$ cat src/rtl/parking_pkg.sv
// Shared types and constants for the parking-lot occupancy counter.
// Holds the passage FSM states, the count width, the default capacity and a saturating count helper.
package parking_pkg;

   localparam int COUNT_W          = 3;
   localparam int DEFAULT_MAX_CARS = 7;

   typedef enum logic [2:0] {
      IDLE,
      IN_A,
      IN_AB,
      IN_B,
      OUT_B,
      OUT_AB,
      OUT_A,
      ERR
   } state_t;

   // Saturating up/down step: never wraps below zero or above the capacity.
   function automatic logic [COUNT_W-1:0] sat_step(
      input logic [COUNT_W-1:0] count,
      input logic               inc,
      input logic               dec,
      input logic [COUNT_W-1:0] max_count
   );
      logic [COUNT_W-1:0] result;
      result = count;
      if (inc && (count < max_count)) begin
         result = count + 1'b1;
      end else if (dec && (count != '0)) begin
         result = count - 1'b1;
      end
      return result;
   endfunction

endpackage

$ cat src/rtl/sensor_debounce.sv
// Two-flop synchroniser followed by a stability counter for one raw sensor.
// The clean output follows the synchronised input only after it has differed for DEBOUNCE_CYCLES cycles in a row.
module sensor_debounce #(
   parameter int DEBOUNCE_CYCLES = 4
) (
   input  logic clk,
   input  logic rst,
   input  logic raw,
   output logic clean
);

   localparam int CNT_W = (DEBOUNCE_CYCLES > 1) ? $clog2(DEBOUNCE_CYCLES + 1) : 1;
   localparam logic [CNT_W-1:0] LAST_CNT = CNT_W'(DEBOUNCE_CYCLES - 1);

   logic             sync1;
   logic             sync2;
   logic [CNT_W-1:0] stable_cnt;

   always_ff @(posedge clk) begin
      if (rst) begin
         sync1      <= 1'b0;
         sync2      <= 1'b0;
         clean      <= 1'b0;
         stable_cnt <= '0;
      end else begin
         sync1 <= raw;
         sync2 <= sync1;
         // Any cycle where the synchronised value agrees with the output restarts the count.
         if (sync2 != clean) begin
            if (stable_cnt == LAST_CNT) begin
               clean      <= sync2;
               stable_cnt <= '0;
            end else begin
               stable_cnt <= stable_cnt + 1'b1;
            end
         end else begin
            stable_cnt <= '0;
         end
      end
   end

endmodule

$ cat src/rtl/parking_counter.sv
// Parking-lot occupancy counter: two debounced sensors feed a passage FSM that
// drives a saturating car count and full flag shown on four LEDs.
module parking_counter
   import parking_pkg::*;
#(
   parameter int DEBOUNCE_CYCLES = 4,
   parameter int MAX_CARS        = DEFAULT_MAX_CARS
) (
   input  logic       clk,
   input  logic       rst,
   input  logic       btn_A,
   input  logic       btn_B,
   output logic [3:0] leds
);

   localparam logic [COUNT_W-1:0] MAX_COUNT = COUNT_W'(MAX_CARS);

   logic               a_clean;
   logic               b_clean;
   state_t             state;
   state_t             next_state;
   logic               entry_next;
   logic               exit_next;
   logic               entry_pulse;
   logic               exit_pulse;
   logic [COUNT_W-1:0] count;
   logic [COUNT_W-1:0] next_count;
   logic               full;

   sensor_debounce #(
      .DEBOUNCE_CYCLES(DEBOUNCE_CYCLES)
   ) u_deb_a (
      .clk  (clk),
      .rst  (rst),
      .raw  (btn_A),
      .clean(a_clean)
   );

   sensor_debounce #(
      .DEBOUNCE_CYCLES(DEBOUNCE_CYCLES)
   ) u_deb_b (
      .clk  (clk),
      .rst  (rst),
      .raw  (btn_B),
      .clean(b_clean)
   );

   always_ff @(posedge clk) begin
      if (rst) begin
         state       <= IDLE;
         entry_pulse <= 1'b0;
         exit_pulse  <= 1'b0;
      end else begin
         state       <= next_state;
         entry_pulse <= entry_next;
         exit_pulse  <= exit_next;
      end
   end

   // Passage recogniser on the debounced pair {a,b}; OUT_ states mirror IN_ states with A and B swapped.
   always_comb begin
      next_state = state;
      entry_next = 1'b0;
      exit_next  = 1'b0;
      case (state)
         IDLE: begin
            case ({a_clean, b_clean})
               2'b10:   next_state = IN_A;
               2'b01:   next_state = OUT_B;
               2'b11:   next_state = ERR;
               default: next_state = IDLE;
            endcase
         end
         IN_A: begin
            case ({a_clean, b_clean})
               2'b10:   next_state = IN_A;
               2'b11:   next_state = IN_AB;
               2'b00:   next_state = IDLE;
               default: next_state = ERR;
            endcase
         end
         IN_AB: begin
            case ({a_clean, b_clean})
               2'b11:   next_state = IN_AB;
               2'b01:   next_state = IN_B;
               2'b10:   next_state = IN_A;
               default: next_state = ERR;
            endcase
         end
         IN_B: begin
            case ({a_clean, b_clean})
               2'b01:   next_state = IN_B;
               2'b11:   next_state = IN_AB;
               2'b00: begin
                  next_state = IDLE;
                  entry_next = 1'b1;
               end
               default: next_state = ERR;
            endcase
         end
         OUT_B: begin
            case ({a_clean, b_clean})
               2'b01:   next_state = OUT_B;
               2'b11:   next_state = OUT_AB;
               2'b00:   next_state = IDLE;
               default: next_state = ERR;
            endcase
         end
         OUT_AB: begin
            case ({a_clean, b_clean})
               2'b11:   next_state = OUT_AB;
               2'b10:   next_state = OUT_A;
               2'b01:   next_state = OUT_B;
               default: next_state = ERR;
            endcase
         end
         OUT_A: begin
            case ({a_clean, b_clean})
               2'b10:   next_state = OUT_A;
               2'b11:   next_state = OUT_AB;
               2'b00: begin
                  next_state = IDLE;
                  exit_next  = 1'b1;
               end
               default: next_state = ERR;
            endcase
         end
         ERR: begin
            if ({a_clean, b_clean} == 2'b00) begin
               next_state = IDLE;
            end
         end
         default: next_state = IDLE;
      endcase
   end

   always_comb begin
      next_count = sat_step(count, entry_pulse, exit_pulse, MAX_COUNT);
   end

   // Full flag is registered from the same next value so it never lags the count.
   always_ff @(posedge clk) begin
      if (rst) begin
         count <= '0;
         full  <= 1'b0;
      end else begin
         count <= next_count;
         full  <= (next_count == MAX_COUNT);
      end
   end

   assign leds = {full, count};

endmodule

$ cat config.mk
export PLATFORM = sky130hd
export DESIGN_NAME = parking_counter
export DESIGN_NICKNAME = d
export VERILOG_FILES = /design/src/rtl/parking_pkg.sv /design/src/rtl/sensor_debounce.sv /design/src/rtl/parking_counter.sv
export SDC_FILE = /design/constraint.sdc
export NUM_CORES = 1
export LEC_CHECK = 0
export BUFFER_PORTS_ARGS = -buffer_cell sky130_fd_sc_hd__buf_4
export CORE_ASPECT_RATIO = 0.6
export CORE_MARGIN = 2
export CORE_UTILIZATION = 34
export CTS_CLUSTER_DIAMETER = 60
export DETAILED_ROUTE_END_ITERATION = 12
export PLACE_DENSITY_LB_ADDON = 0.15
export RECOVER_POWER = 25
export SLEW_MARGIN = 10
export SYNTH_ARGS = -nofsm -noshare
export SYNTH_HDL_FRONTEND = slang
export SYNTH_SLANG_ARGS = --single-unit
$ cat constraint.sdc
create_clock -name clk -period 3.65 [get_ports clk]
set_input_delay 1.095 -clock clk [delete_from_list [all_inputs] [get_ports clk]]
set_output_delay 1.095 -clock clk [all_outputs]
set_load 0.1 [all_outputs]
After elaboration in Yosys (flattened, before gate mapping)
Index checks and enable logic that the tools add are counted.
{"block": "totals", "reg_bits": 21, "input_bits": 4}
{"block": "op_classes", "n_addsub": 4, "n_lt_le_gt_ge": 1, "n_eq_ne": 16, "mux": 12, "bitwise_logic": 4, "reduce_logical": 11}
{"cell": "$pmux 3 s3", "count": 6}
{"cell": "$pmux 3 s8", "count": 1}
{"cell": "$eq 3x3->1 const B", "count": 5}
{"cell": "$eq 3x2->1 const B", "count": 4}
{"cell": "$add 3x1->3 const B", "count": 3}
{"cell": "$mux 3", "count": 3}
{"cell": "$pmux 2 s3", "count": 1}
{"cell": "$reduce_or 3->1", "count": 2}
{"cell": "$eq 2x2->1 const B", "count": 2}
{"cell": "$not 1->1", "count": 4}
{"cell": "$reduce_and 2->1", "count": 2}
{"cell": "$reduce_or 2->1", "count": 2}
{"cell": "$eq 3x1->1 const B", "count": 1}
{"cell": "$logic_not 3->1", "count": 1}
{"cell": "$lt 3x3->1 const B", "count": 1}
{"cell": "$reduce_bool 3->1", "count": 1}
{"cell": "$sub 3x1->3 const B", "count": 1}
{"cell": "$eq 2x1->1 const B", "count": 1}
{"cell": "$logic_and 1x1->1", "count": 2}
{"cell": "$logic_not 2->1", "count": 1}
{"cell": "$ne 1x1->1", "count": 2}
{"cell": "$ne 2x2->1 const B", "count": 1}
{"cell": "$mux 1", "count": 1}

Longest topological paths before layout
Gate-level depths: netlist of the first run.
{"block": "depth", "depth_word": 5, "depth_mapped": 7, "depth_no_buf": 7}

Hierarchy
From an unflattened synthesis of the first run, not the netlist that was laid out.
{"block": "hier_totals", "hier_cells": 120, "hier_area_um2": 1134.8}
{"module": "parking_counter", "n_inst": 1, "cells_each": 86, "area_per_inst_um2": 711.9, "seq_area_each_um2": 180.2}
{"module": "sensor_debounce", "n_inst": 2, "cells_each": 17, "area_per_inst_um2": 211.5, "seq_area_each_um2": 120.1}

Least setup slack after synthesis of the first run
OpenSTA, ideal clock, no wires.
{"block": "synth_timing", "path_kind": "register to register", "start": "reg count[0]", "end": "reg full", "setup_ns": 0.068, "arrival_time_ns": 2.362, "t_required_ns": 3.582, "setup_slack_ns": 1.220, "stages_incl_launch_ff": 8, "period_less_slack_ns": 2.430, "cell_sequence": "dfxtp_1 inv_1 ha_1 ha_1 nand2b_1 a211o_1 a31oi_2 a21boi_2"}
{"block": "synth_via", "elab_chain_cells": 5, "elab_cells_between_ends": 9, "cone_classes": "add/sub (2); order compare (1); eq/ne (1); mux (2); reduce/logical (3)"}
{"element": "start, declared", "line": "parking_counter.sv:26", "source": "logic [COUNT_W-1:0] count;"}
{"element": "start signal, assigned", "line": "parking_counter.sv:147", "source": "count <= next_count;"}
{"element": "branches (longest 3 deep; another with $sub 3x1->3)"}
{"element": "$mux 3 *", "line": "parking_pkg.sv:28", "source": "if (inc && (count < max_count)) begin"}
{"element": "$eq 3x3->1 *", "line": "parking_counter.sv:148", "source": "full <= (next_count == MAX_COUNT);"}
{"element": "end signal, assigned", "line": "parking_counter.sv:148"}
{"element": "end, declared", "line": "parking_counter.sv:28", "source": "logic full;"}
Mark *: on every way between the ends.
A chain may end at the register's enable or synchronous reset.

Worst setup path after layout of the first run
{"block": "layout_timing", "start": "reg count[2]", "end": "out leds[2]"}
{"element": "end, declared", "line": "parking_counter.sv:13", "source": "output logic [3:0] leds"}
No word-level cell between the ends.

==> results of run 1 <==
==> state kept, by name, summed over array words and instances (netlist names) <==
register / count
u_deb_a.stable_cnt: 3
count: 3
u_deb_a.sync1: 1
u_deb_a.clean: 1
exit_pulse: 1
entry_pulse: 1
u_deb_b.clean: 1
u_deb_b.sync2: 1
state: 3
full: 1
u_deb_a.sync2: 1
u_deb_b.stable_cnt: 3
u_deb_b.sync1: 1
==> per-layer routing <==
layer | up-vias | share of wire
met3 | 2 | 0.034
met4 | 0 | 0.0023
met1 | 362 | 0.58
li1 | 438 | -
met5 | - | 0
met2 | 5 | 0.39
==> layout make-up <==
type	instances	area share
Clock buffer	3	0.03284
Clock inverter	1	0.003980
Inverter	10	0.02985
Multi-Input combinational cell	87	0.5154
Sequential cell	21	0.3343
Tap cell	45	0.04478
Timing Repair Buffer	7	0.03881
==> how the worst min path moves through the flow <==
stage | start | end | slack, ns | depth (start not counted)
2_1_floorplan | u_deb_a.stable_cnt[0] | u_deb_a.stable_cnt[0] | 0.40 | 1
3_3_place_gp | u_deb_a.stable_cnt[0] | u_deb_a.stable_cnt[0] | 0.41 | 1
3_5_place_dp | u_deb_b.stable_cnt[0] | u_deb_b.stable_cnt[0] | 0.41 | 1
4_1_cts | u_deb_b.stable_cnt[0] | u_deb_b.stable_cnt[0] | 0.42 | 1
5_1_grt | u_deb_b.stable_cnt[0] | u_deb_b.stable_cnt[0] | 0.46 | 1
6_report | u_deb_b.stable_cnt[0] | u_deb_b.stable_cnt[0] | 0.42 | 1
==> logic make-up (layout without fill, tap and decap cells) <==
| group | count (synthesis) | after routing | synth area share |
|---|---|---|---|
| xor gates and xnor gates | 4 | 4 | 0.03083 |
| adders and majority gates | 14 | 14 | 0.1542 |
| muxes | 3 | 3 | 0.02753 |
| DFF | 21 | 21 | 0.3700 |
| and+or+nand+nor | 45 | 45 | 0.2225 |
| AOI/OAI and AO/OA | 21 | 21 | 0.1355 |
| buffers and inverters | 17 | 21 | 0.05948 |
==> through the flow <==
step | utilization | setup WS, ns | hold WS, ns
after floorplan | - | 1.220 | 0.3990
after CTS | 0.3913 | 1.481 | 0.4228
after detailed placement | 0.3769 | 1.773 | 0.4118
after global routing | 0.3901 | 1.428 | 0.4583
after global placement | 0.3769 | 1.798 | 0.4092
final | 0.3901 | 1.488 | 0.4181
==> synthesized netlist by cell type (3+ instances only) <==
cell      count  area [µm²]
clkbuf_1      6       22.52
nand2b_1      4       25.02
nor2_1       14       52.55
nand2_1       5       18.77
a21oi_1       4       20.02
nand3_1       3       15.01
ha_1         14       175.2
o21ai_0       4       20.02
nor2b_1       5       31.28
xnor2_1       4       35.03
inv_1        10       37.54
dfxtp_1      21       420.4
==> power breakdown <==
group | total (mW) | internal (mW) | switching, mW
logic | 0.00860 | 0.00413 | 0.00447
registers | 0.233 | 0.232 | 0.00112
clock network | 0.146 | 0.0758 | 0.0700
total | 0.387 | 0.312 | 0.0756
==> impl_metrics.env, run 1 <==
export IMPL_status="complete, no violations"
export IMPL_fin_nets=148
export IMPL_cts_root_buf="clkbuf_8"
export IMPL_placed_area_um2=1215
export IMPL_fin_tns_setup_ns=0
export IMPL_avgSynthCellArea_um2=9.089
export IMPL_grt_overflow=0
export IMPL_grt_pass1_wl_mm=3.098
export IMPL_fillCellCount=326
export IMPL_end_kind="primary output"
export IMPL_mostFrequentLayoutCell="dfxtp_1"
export IMPL_setup_viol=0
export IMPL_ff2ff_path_depth=7
export IMPL_firstDrtPassIters=4
export IMPL_skew_ns=0.005387
export IMPL_first_iter_violations=38
export IMPL_seq_area_um2=420.4
export IMPL_rrSetupSlack_ns=1.80
export IMPL_worstPathBufferInverterCount=1
export IMPL_clock_fmax_mhz=462.5
export IMPL_die_w_um=78.63
export IMPL_grt_use_total=0.1023
export IMPL_final_cell_mix="21 x dfxtp_1, 14 x nor2_1, 14 x ha_1, 10 x inv_1, 6 x buf_4"
export IMPL_slew_headroom=0.5309
export IMPL_vdd_drop_max_v=0.0001278
export IMPL_place_gp_congestion=0.8576
export IMPL_boundaryPins=8
export IMPL_start_util=0.3525
export IMPL_design_area_um2=1257
export IMPL_gr_usage_met2=0.1453
export IMPL_crit_path_end="leds[2]"
export IMPL_synth_distinct_cells=37
export IMPL_critical_path_required_ns=2.55
export IMPL_synthToLayoutAreaGrowth_pct=10.68
export IMPL_worst_pin_slew_ns=0.7036
export IMPL_use_met3=0.03889
export IMPL_crit_path_top_delay_cell="dfxtp_1"
export IMPL_grt_max_degree=19
export IMPL_leakage_nw=0.4624
export IMPL_ant_nets=0
export IMPL_htreeDepth=1
export IMPL_drv_cap=0
export IMPL_num_rows=16
export IMPL_synth_seq_cells=21
export IMPL_wire_per_inst_um=10.12
export IMPL_worstSetupPathType="reg2out"
export IMPL_cp_startpoint="count[2]"
export IMPL_placed_cells=170
export IMPL_worstSetupStartpointType="register"
export IMPL_cts_buffer_depth=2
export IMPL_via_per_inst=4.638
export IMPL_syn_nets=143
export IMPL_remaining_drc_errors=0
export IMPL_core_area_um2=3223
export IMPL_fin_crit_sh=0.5924
export IMPL_cpPeakStageDelay_ns=0.47
export IMPL_post_cts_buffers=0
export IMPL_cp_top_family="flip-flops"
export IMPL_cts_resized=0
export IMPL_final_layout_size_suffix_gt1_frac=0.1085
export IMPL_syn_inst=125
export IMPL_die_area_um2=3835
export IMPL_multi_input_area_um2=648.1
export IMPL_clkSlewWorstSetupHoldPaths_ns=0.08
export IMPL_crit_arrival_ns=1.07
export IMPL_yosysSeqAreaShare=0.3700
export IMPL_cts_hold_buf=0
export IMPL_vias=807
export IMPL_cts_tree="yes"
export IMPL_stdcell_count=174
export IMPL_io_buffer_count=7
export IMPL_cp_cell_sequence="buf_4"
export IMPL_die_height_um=48.78
export IMPL_path_max_fanout=7
export IMPL_numCtsBuffers=3
export IMPL_cp_depth=1
export IMPL_dominantRegCellSynth="dfxtp_1"
export IMPL_rsz0062_at_grt="no"
export IMPL_hold_path_class="reg2reg"
export IMPL_pwr_density_cell_nw_per_um2=307.9
export IMPL_ys_warn_count=0
export IMPL_synth_area_um2=1136
export IMPL_clkLatencyLatePin_ns=0.25
export IMPL_antenna_found_initial=0
export IMPL_finalHoldViolCount=0
export IMPL_dp_hpwl_mm=1.291
export IMPL_period_minus_slack_ns=2.162
export IMPL_antenna_cells_inserted=0
export IMPL_maxSlewViolCount=0
export IMPL_grt_busiest_layer="met1"
export IMPL_grt_pass1_vias=700
export IMPL_p_total_uw=387.2
export IMPL_ys_async_sr_fraction=0
export IMPL_synth_edff_count=0
export IMPL_timing_rr_start="count[0]"
export IMPL_use_met1=0.1488
export IMPL_reg2reg_to="full"
export IMPL_numClockSinks=21
export IMPL_totalWireLength_mm=1.761
Power figures use the tool's default switching activity.
==> run 2, diff against run 1 <==
clock period = 2 ns   (was 3.65 ns; I/O delays follow)
==> impl_metrics.env, run 2 (synthesized netlist as in run 1, its figures left out) <==
export IMPL_final_cell_mix="18 x dfxtp_1, 14 x nor2_1, 14 x ha_1, 10 x inv_1, 6 x buf_4"
export IMPL_rsz0062_at_grt="no"
export IMPL_grt_max_degree=19
export IMPL_grt_use_total=0.1238
export IMPL_rrSetupSlack_ns=0.24
export IMPL_num_rows=16
export IMPL_fillCellCount=325
export IMPL_cts_buffer_depth=2
export IMPL_remaining_drc_errors=0
export IMPL_cts_root_buf="clkbuf_8"
export IMPL_boundaryPins=8
export IMPL_hold_slack_ns=0.4258
export IMPL_critical_path_required_ns=2.11
export IMPL_fin_tns_setup_ns=0
export IMPL_mostFrequentLayoutCell="dfxtp_1"
export IMPL_crit_path_top_delay_cell="dfxtp_1"
export IMPL_ant_nets=0
export IMPL_core_area_um2=3223
export IMPL_htreeDepth=1
export IMPL_placed_cells=170
export IMPL_grt_pass1_vias=817
export IMPL_clkLatencyLatePin_ns=0.26
export IMPL_vdd_drop_max_v=0.0002672
export IMPL_cts_hold_buf=0
export IMPL_path_common_cell="o21ai_0"
export IMPL_post_cts_buffers=0
export IMPL_antenna_cells_inserted=0
export IMPL_grt_pass1_wl_mm=3.705
export IMPL_clock_fmax_mhz=568.8
export IMPL_path_max_fanout=7
export IMPL_fin_nets=148
export IMPL_wl_met1_mm=1.070
export IMPL_final_layout_size_suffix_gt1_frac=0.1318
export IMPL_place_gp_congestion=0.8224
export IMPL_drv_cap=0
export IMPL_totalWireLength_mm=2.057
export IMPL_die_height_um=48.78
export IMPL_vias=850
export IMPL_wl_met2_um=849
export IMPL_start_util=0.3525
export IMPL_die_w_um=78.63
export IMPL_worstSetupPathType="reg2reg"
export IMPL_fin_crit_sh=0.8791
export IMPL_p_total_uw=715.8
export IMPL_leakage_nw=0.4642
export IMPL_via_per_inst=4.885
export IMPL_maxSlewViolCount=0
export IMPL_status="complete, no violations"
export IMPL_first_iter_violations=18
export IMPL_pwr_density_cell_nw_per_um2=566.5
export IMPL_numCtsBuffers=3
export IMPL_antenna_found_initial=0
export IMPL_hold_path_class="reg2reg"
export IMPL_cts_tree="yes"
export IMPL_slew_headroom=0.4813
export IMPL_stdcell_count=174
export IMPL_numClockSinks=21
export IMPL_die_area_um2=3835
export IMPL_finalHoldViolCount=0
export IMPL_io_buffer_count=7
export IMPL_route_top_layer_used="met4"
export IMPL_cp_cell_sequence="inv_1 > ha_1 > o21ai_0 > o21ai_0 > a221oi_1 > a311oi_1"
export IMPL_crit_arrival_ns=1.87
export IMPL_setup_viol=0
export IMPL_cpPeakStageDelay_ns=0.50
export IMPL_wire_per_inst_um=11.82
export IMPL_end_kind="register"
export IMPL_synthToLayoutAreaGrowth_pct=11.23
export IMPL_clkSlewWorstSetupHoldPaths_ns=0.08
export IMPL_firstDrtPassIters=4
export IMPL_worstSetupStartpointType="register"
export IMPL_grt_overflow=0
export IMPL_dp_hpwl_mm=1.491
export IMPL_period_minus_slack_ns=1.758
export IMPL_wl_met3_um=125
export IMPL_skew_ns=0.002584
export IMPL_cts_resized=0
export IMPL_worst_pin_slew_ns=0.7781
==> run 2: changes by cell type in the layout (fill, tap and decap cells not counted) <==
cell,previous run,this run
dfxtp_1,21,18
dfxtp_4,0,1
dfxtp_2,0,2
==> run 2: worst max-delay path: cells and delay by family, from the launching register on <==
| family | cells | cell delay [ns] |
|---|---|---|
| buffers and inverters | 1 | 0.14 |
| DFF | 1 | 0.50 |
| adders and majority gates | 1 | 0.25 |
| AOI/OAI and AO/OA | 4 | 0.73 |
==> run 2: stage by stage <==
stage | utilization | worst slack [ns] | instance area (µm²)
CTS | 0.3932 | 0.2681 | 1267
floorplan | - | 0.03400 | 1142
detailed placement | 0.3789 | 0.2954 | 1221
finish | 0.3921 | 0.2419 | 1264
global route | 0.3921 | 0.05517 | 1264
global placement | 0.3789 | 0.3354 | 1221
==> run 2: final timing paths <==
| kind | depth (start not counted) | to | start |
|---|---|---|---|
| worst max-delay path | 6 | state[0] | u_deb_a.clean |
| worst min-delay path | 1 | u_deb_a.stable_cnt[0] | u_deb_a.stable_cnt[0] |
| worst max register to register | 6 | state[0] | u_deb_a.clean |
| worst min register to register | 1 | u_deb_a.stable_cnt[0] | u_deb_a.stable_cnt[0] |
==> run 2: metal layers <==
layer	global-route usage	vias up
met4	0.02924	0
met5	0	-
met2	0.1752	23
met1	0.1753	384
li1	-	441
met3	0.05000	2
==> run 2: final cells by class <==
class	instances	area, µm²	area share
clock buffer	3	41.29	0.03267
inverter	10	37.54	0.02970
sequential	21	426.7	0.3376
tap	45	56.30	0.04455
clock inverter	1	5.005	0.003960
timing repair buffer	7	48.80	0.03861
multi-input combinational	87	648.1	0.5129
==> run 2: report_power, final <==
part           internal (mW)  leakage, nW  switching (mW)
logic                0.00752        0.267         0.00851
clock network          0.139       0.0255           0.138
registers              0.421        0.172         0.00208
